## config.mk

```make
export PLATFORM = sky130hd
export DESIGN_NAME = uart_mmio_ctrl
export DESIGN_NICKNAME = d
export VERILOG_FILES = /design/src/rtl/uart_mmio_ctrl.sv
export SDC_FILE = /design/constraint.sdc
export NUM_CORES = 1
export LEC_CHECK = 0
export ABC_AREA = 1
export CAP_MARGIN = 15
export CORE_UTILIZATION = 38
export CTS_CLUSTER_DIAMETER = 50
export DETAILED_ROUTE_END_ITERATION = 6
export MAX_ROUTING_LAYER = met4
export PLACE_DENSITY = 0.61
export SYNTH_ARGS = -nofsm -noshare
export SYNTH_HDL_FRONTEND = slang
export SYNTH_SLANG_ARGS = --single-unit
```

## constraint.sdc

```tcl
create_clock -name clk_i -period 2 [get_ports clk_i]
set_input_delay 0.2 -clock clk_i [delete_from_list [all_inputs] [get_ports clk_i]]
set_output_delay 0.2 -clock clk_i [all_outputs]
set_load 0.005 [all_outputs]
```

## src/rtl/uart_mmio_ctrl.sv

```systemverilog
// UART memory-mapped register front end: CONFIG/STATUS/DATA/COMMAND decode, TX holding-register
// sequencer and RX buffer with sticky error flags. Define UART_RX_FIFO_EN for a multi-entry RX FIFO.
module uart_mmio_ctrl #(
  parameter int DATA_WIDTH    = 8,
  parameter int RX_FIFO_DEPTH = 4
) (
  input  logic                  clk_i,
  input  logic                  reset_n_i,
  input  logic [1:0]            cpu_addr_i,
  input  logic                  cpu_wr_en_i,
  input  logic                  cpu_rd_en_i,
  input  logic [DATA_WIDTH-1:0] cpu_wdata_i,
  output logic [DATA_WIDTH-1:0] cpu_rdata_o,
  output logic [DATA_WIDTH-1:0] tx_data_o,
  output logic                  tx_start_o,
  input  logic                  tx_busy_i,
  input  logic [DATA_WIDTH-1:0] rx_data_i,
  input  logic                  rx_valid_i,
  input  logic                  rx_frame_err_i,
  output logic [1:0]            cfg_baud_sel_o,
  output logic                  irq_o
);

  typedef enum logic [1:0] {
    REG_CONFIG  = 2'b00,
    REG_STATUS  = 2'b01,
    REG_DATA    = 2'b10,
    REG_COMMAND = 2'b11
  } uart_reg_offset_e;

  typedef enum logic [1:0] {
    TX_IDLE,
    TX_ISSUE,
    TX_WAIT_BUSY,
    TX_WAIT_DONE
  } tx_state_e;

  if (DATA_WIDTH < 8 || RX_FIFO_DEPTH < 2 || (RX_FIFO_DEPTH & (RX_FIFO_DEPTH - 1)) != 0) begin : g_param_chk
    $error("uart_mmio_ctrl: DATA_WIDTH must be >= 8 and RX_FIFO_DEPTH a power of 2 >= 2");
  end

  // ---------------- access decode (write wins over a same-cycle read)
  logic rd_acc, cfg_wr, data_wr, cmd_wr, data_rd;
  logic cmd_clr, cmd_rx_flush, cmd_tx_flush;
  tx_state_e state_q, state_d;

  assign rd_acc       = cpu_rd_en_i & ~cpu_wr_en_i;
  assign cfg_wr       = cpu_wr_en_i & (cpu_addr_i == REG_CONFIG);
  assign data_wr      = cpu_wr_en_i & (cpu_addr_i == REG_DATA);
  assign cmd_wr       = cpu_wr_en_i & (cpu_addr_i == REG_COMMAND);
  assign data_rd      = rd_acc & (cpu_addr_i == REG_DATA);
  assign cmd_clr      = cmd_wr & cpu_wdata_i[0];
  assign cmd_rx_flush = cmd_wr & cpu_wdata_i[1];
  assign cmd_tx_flush = cmd_wr & cpu_wdata_i[2] & (state_q == TX_IDLE);

  // ---------------- CONFIG
  logic [4:0] cfg_q;

  always_ff @(posedge clk_i) begin
    if (!reset_n_i)  cfg_q <= '0;
    else if (cfg_wr) cfg_q <= cpu_wdata_i[4:0];
  end

  assign cfg_baud_sel_o = cfg_q[3:2];

  // ---------------- TX holding register and sequencer
  logic [DATA_WIDTH-1:0] hold_q, hold_d, tx_data_q, tx_data_d;
  logic                  hold_full_q, hold_full_d, tx_ready, tx_ovf_set;

  // The holding register counts as empty during ISSUE since it is being handed off that cycle.
  assign tx_ready = ~hold_full_q | (state_q == TX_ISSUE);

  always_comb begin
    state_d     = state_q;
    hold_d      = hold_q;
    hold_full_d = hold_full_q;
    tx_data_d   = tx_data_q;
    tx_ovf_set  = 1'b0;
    case (state_q)
      TX_IDLE: begin
        if (hold_full_q && cfg_q[0] && !cmd_tx_flush) begin
          state_d   = TX_ISSUE;
          tx_data_d = hold_q;
        end
      end
      TX_ISSUE: begin
        hold_full_d = 1'b0;
        state_d     = TX_WAIT_BUSY;
      end
      TX_WAIT_BUSY: if (tx_busy_i)  state_d = TX_WAIT_DONE;
      TX_WAIT_DONE: if (!tx_busy_i) state_d = TX_IDLE;
      default:      state_d = TX_IDLE;
    endcase
    if (cmd_tx_flush) hold_full_d = 1'b0;
    if (data_wr) begin
      if (tx_ready) begin
        hold_d      = cpu_wdata_i;
        hold_full_d = 1'b1;
      end else begin
        tx_ovf_set  = 1'b1;
      end
    end
  end

  always_ff @(posedge clk_i) begin
    if (!reset_n_i) begin
      state_q     <= TX_IDLE;
      hold_q      <= '0;
      hold_full_q <= 1'b0;
      tx_data_q   <= '0;
    end else begin
      state_q     <= state_d;
      hold_q      <= hold_d;
      hold_full_q <= hold_full_d;
      tx_data_q   <= tx_data_d;
    end
  end

  assign tx_start_o = (state_q == TX_ISSUE);
  assign tx_data_o  = tx_data_q;

  // ---------------- RX buffer
  logic                  rx_push_req, rx_frame_set, rx_pop, rx_push, rx_ovr_set;
  logic                  rx_nonempty, rx_full;
  logic [DATA_WIDTH-1:0] rx_head;

  assign rx_push_req  = rx_valid_i & cfg_q[1] & ~rx_frame_err_i;
  assign rx_frame_set = rx_valid_i & cfg_q[1] & rx_frame_err_i;
  assign rx_pop       = data_rd & rx_nonempty;
  // A same-cycle pop frees the slot before the push lands.
  assign rx_ovr_set   = rx_push_req & rx_full & ~rx_pop;
  assign rx_push      = rx_push_req & ~rx_ovr_set & ~cmd_rx_flush;

`ifdef UART_RX_FIFO_EN
  localparam int PW = $clog2(RX_FIFO_DEPTH);
  logic [DATA_WIDTH-1:0] rx_mem [RX_FIFO_DEPTH];
  logic [PW-1:0]         rx_wptr_q, rx_rptr_q;
  logic [PW:0]           rx_cnt_q;

  assign rx_nonempty = (rx_cnt_q != '0);
  assign rx_full     = (rx_cnt_q == (PW+1)'(RX_FIFO_DEPTH));
  assign rx_head     = rx_mem[rx_rptr_q];

  always_ff @(posedge clk_i) begin
    if (rx_push) rx_mem[rx_wptr_q] <= rx_data_i;
  end

  always_ff @(posedge clk_i) begin
    if (!reset_n_i || cmd_rx_flush) begin
      rx_wptr_q <= '0;
      rx_rptr_q <= '0;
      rx_cnt_q  <= '0;
    end else begin
      if (rx_push) rx_wptr_q <= rx_wptr_q + 1'b1;
      if (rx_pop)  rx_rptr_q <= rx_rptr_q + 1'b1;
      case ({rx_push, rx_pop})
        2'b10:   rx_cnt_q <= rx_cnt_q + 1'b1;
        2'b01:   rx_cnt_q <= rx_cnt_q - 1'b1;
        default: rx_cnt_q <= rx_cnt_q;
      endcase
    end
  end
`else
  logic [DATA_WIDTH-1:0] rx_byte_q;
  logic                  rx_full_q;

  assign rx_nonempty = rx_full_q;
  assign rx_full     = rx_full_q;
  assign rx_head     = rx_byte_q;

  always_ff @(posedge clk_i) begin
    if (!reset_n_i) begin
      rx_byte_q <= '0;
      rx_full_q <= 1'b0;
    end else if (cmd_rx_flush) begin
      rx_full_q <= 1'b0;
    end else if (rx_push) begin
      rx_byte_q <= rx_data_i;
      rx_full_q <= 1'b1;
    end else if (rx_pop) begin
      rx_full_q <= 1'b0;
    end
  end
`endif

  // ---------------- sticky flags: a new error beats a same-cycle clear
  logic overrun_q, frame_err_q, tx_ovf_q;

  always_ff @(posedge clk_i) begin
    if (!reset_n_i) begin
      overrun_q   <= 1'b0;
      frame_err_q <= 1'b0;
      tx_ovf_q    <= 1'b0;
    end else begin
      overrun_q   <= rx_ovr_set   | (overrun_q   & ~cmd_clr);
      frame_err_q <= rx_frame_set | (frame_err_q & ~cmd_clr);
      tx_ovf_q    <= tx_ovf_set   | (tx_ovf_q    & ~cmd_clr);
    end
  end

  // ---------------- read data
  logic [5:0]            status;
  logic [DATA_WIDTH-1:0] rdata_q;

  assign status = {tx_ovf_q, tx_busy_i, frame_err_q, overrun_q, rx_nonempty, tx_ready};

  always_ff @(posedge clk_i) begin
    if (!reset_n_i) begin
      rdata_q <= '0;
    end else if (rd_acc) begin
      case (cpu_addr_i)
        REG_CONFIG: rdata_q <= {{(DATA_WIDTH-5){1'b0}}, cfg_q};
        REG_STATUS: rdata_q <= {{(DATA_WIDTH-6){1'b0}}, status};
        REG_DATA:   rdata_q <= rx_nonempty ? rx_head : '0;
        default:    rdata_q <= '0;
      endcase
    end
  end

  assign cpu_rdata_o = rdata_q;
  assign irq_o       = cfg_q[4] & rx_nonempty;

endmodule
```

==> out/qor.txt <==
hold-fix buffers at CTS - 0
Mapped Area - 1857 um2
Root Driver - clkbuf_8
PwrDens - 778.3 nW/um2
RD Place Congestion - 0.8593
number of diodes - 0
num rows - 25
RSZ-0062 raised after global routing - false
dpl hpwl - 3035 um
CTS Buffer Depth - 2
design area - 2501 um2
clk_skew - 0.004221 ns
DR iter-0 viols - 102
DRC Markers - 0
post-synth top area cell - dfxtp_1
Layout area overhead - 34.70%
Synth area leaders - dfxtp_1, nor2_1, nand2_1
Net Sw Frac - 23.70%
postcts setup bufs - 0
sequential share of the synthesized area - 47.44%
Remaining Overflow, GRT - 0
drt wl/cell - 11.42 um
Max VDD drop - 0.3807 mV
core box area - 4723 um2
H-tree depth - 2
Simple-Gate Fraction of Synth Area - 24.93%
internal cell power - 1.485 mW
initial core utilization - 39.31%
complex-gate fraction of the synthesized area - 16.98%
crit start category - flop
die width - 71.90 um
critical path's top delay family - buffers and inverters
layout cells sized above 1 - 8.191%
post-synthesis mux area share - 0.5391%
Syn Area/Cell - 7.579 um2
post-synthesis net count - 274
Pre-antenna DRT Iters - 4
initial antenna violation count - 0
vias in the first global route - 1,512
via count - 1,652
final max-slew violation count - 0
Crit. End Element - output port
sequential power share - 48.1%
MaxCap Viol Count - 0
largest family of logic cells by synthesized area - simple AND/OR/NAND/NOR gates
largest net degree at the start of global routing - 24
setup TNS - 0 ns
global-route wire length before repair - 6679 um
Fmax - 0.6117 GHz
status - finished clean
Final min period - 1.635 ns
final antenna-violating net count - 0
Detailed Route WL - 4112 um
Period Utilization, post-route - 81.74%
post-synthesis register bit count - 44
Post-CTS Resized - 0
LEAKAGE - 0.9613 nW
DR vias/cell - 4.589
WP data required - 1.80 ns
Comb pwr share - 14.1%
commonest cells after routing, fill and taps aside - nor2_1, dfxtp_1, clkdlybuf4s50_1
Syn. warnings - 0
critical path, cell by cell - inv_1 -> ha_1 -> clkdlybuf4s50_1
Crit path arrival time - 1.43 ns
crit-path max cell delay - 0.51 ns
Worst-Skew Late Latency - 0.29 ns
dpl cell area - 2375 um2
Synth Instances - 245
Clock power frac - 37.8%
Fin. Hold Viols - 0
IO Pins - 45
final setup violation count - 0
CP Max Fanout - 4
Setup CP Type - flop to output port
buffers and inverters on the worst path - 2
CTS Buf Count - 5
CTS tree - yes
Slew headroom - 72.69%
die footprint - 5170 um2
DIE HEIGHT - 71.90 um
Max stage delay cell, worst path - clkdlybuf4s50_1
commonest non-fill, non-tap cell in the layout - nor2_1
Final nets - 321
final hold slack - 0.4496 ns
clk sinks - 44
Worst-Margin Slew - 0.4092 ns
GRT Util Overall - 17.32%
synth unique cells - 29
xor/xnor share of the synthesized area - 0%
Psw - 0.4613 mW
HP Class - flop to flop
clock-pin slew on the worst setup and hold paths - 0.08 ns
adder-cell share of the synthesized area - 2.695%
port bufs - 44
Yosys top cell area share - 47.44%
## synth_stat cells
master,number
a21oi_2,1
clkbuf_1,2
a21oi_1,21
nor2_2,1
inv_2,3
nor3_2,1
ha_1,4
o21ai_2,1
nand2_1,42
o21ai_0,31
buf_1,2
buf_4,3
mux2i_1,1
a31oi_1,1
nand3_2,1
o21a_1,1
o21bai_1,1
buf_6,1
nand4_1,3
inv_1,19
a211oi_1,1
nor2_1,45
dfxtp_1,44
nand3_1,9
nor3_4,1
nand3b_1,1
inv_4,1
nand2_4,2
a211o_1,1
## cell families (layout without fill, tap and decap cells)
group                    count (synthesis)  in the layout
flip-flops                              44             44
adder cells (fa/ha/maj)                  4              4
AND/OR/NAND/NOR                        106            106
AO/OA/AOI/OAI                           59             59
multiplexers                             1              1
buffers and inverters                   31             79
## power groups by stage
stage | sequential, mW | clock [mW] | combinational, mW
2_1_floorplan | 0.950 | 0 | 0.162
6_report | 0.936 | 0.736 | 0.275
5_1_grt | 0.942 | 0.787 | 0.315
3_3_place_gp | 0.955 | 0 | 0.274
4_1_cts | 0.936 | 0.758 | 0.278
3_5_place_dp | 0.956 | 0 | 0.277
## worst reg2reg max path, stage by stage, from the launching register on
cell	delay, ns
dfxtp_1	0.34
inv_1	0.08
ha_1	0.20
nor2_1	0.11
nor3_4	0.33
inv_2	0.17
nor2_1	0.13
nor2_1	0.05
## sequential cells by signal (all words and copies together) (netlist names)
name         flops
cpu_rdata_o      8
tx_data_o        8
frame_err_q      1
hold_full_q      1
rx_byte_q        8
state_q          2
rx_full          1
tx_ovf_q         1
overrun_q        1
hold_q           8
cfg_q            5
## routing by layer
layer | wire length (um) | GRT usage (%) | vias to the layer above
met5 | 0 | - | -
met4 | 59 | 5.229 | 0
met3 | 163 | 5.139 | 8
met2 | 1880 | 28.72 | 31
met1 | 2009 | 20.35 | 724
li1 | - | - | 889
## worst paths after layout
| kind | start | to | depth (start not counted) | slack, ns |
|---|---|---|---|---|
| worst max-delay path | state_q[1]$_SDFFE_PN0P_ | tx_start_o | 3 | 0.37 |
| worst min register to register | tx_data_o[7]$_SDFFE_PN0P_ | tx_data_o[7]$_SDFFE_PN0P_ | 2 | 0.45 |
| worst max register to register | state_q[1]$_SDFFE_PN0P_ | hold_q[0]$_SDFFE_PN0P_ | 7 | 0.49 |
| worst min-delay path | tx_data_o[7]$_SDFFE_PN0P_ | tx_data_o[7]$_SDFFE_PN0P_ | 2 | 0.45 |
## stage by stage
step	power (mW)	utilization (%)	setup slack (ns)	std cells
after floorplan	1.112	-	0.7519	245
after global placement	1.228	50.28	0.1941	352
after detailed placement	1.233	50.28	0.1596	352
after CTS	1.971	52.95	0.3412	360
after global routing	2.045	52.95	0.2888	360
final	1.947	52.95	0.3652	360
## layout make-up
class | instances | area [um2]
flip-flops and latches | 44 | 880.8
inverters | 23 | 88.84
repair buffers | 48 | 483.0
multi-input cells | 170 | 838.3
fillers | 474 | 2222
clock inverters | 1 | 30.03
clock buffers | 7 | 96.34
well taps | 67 | 83.83
(Power assumes the default switching activity.)
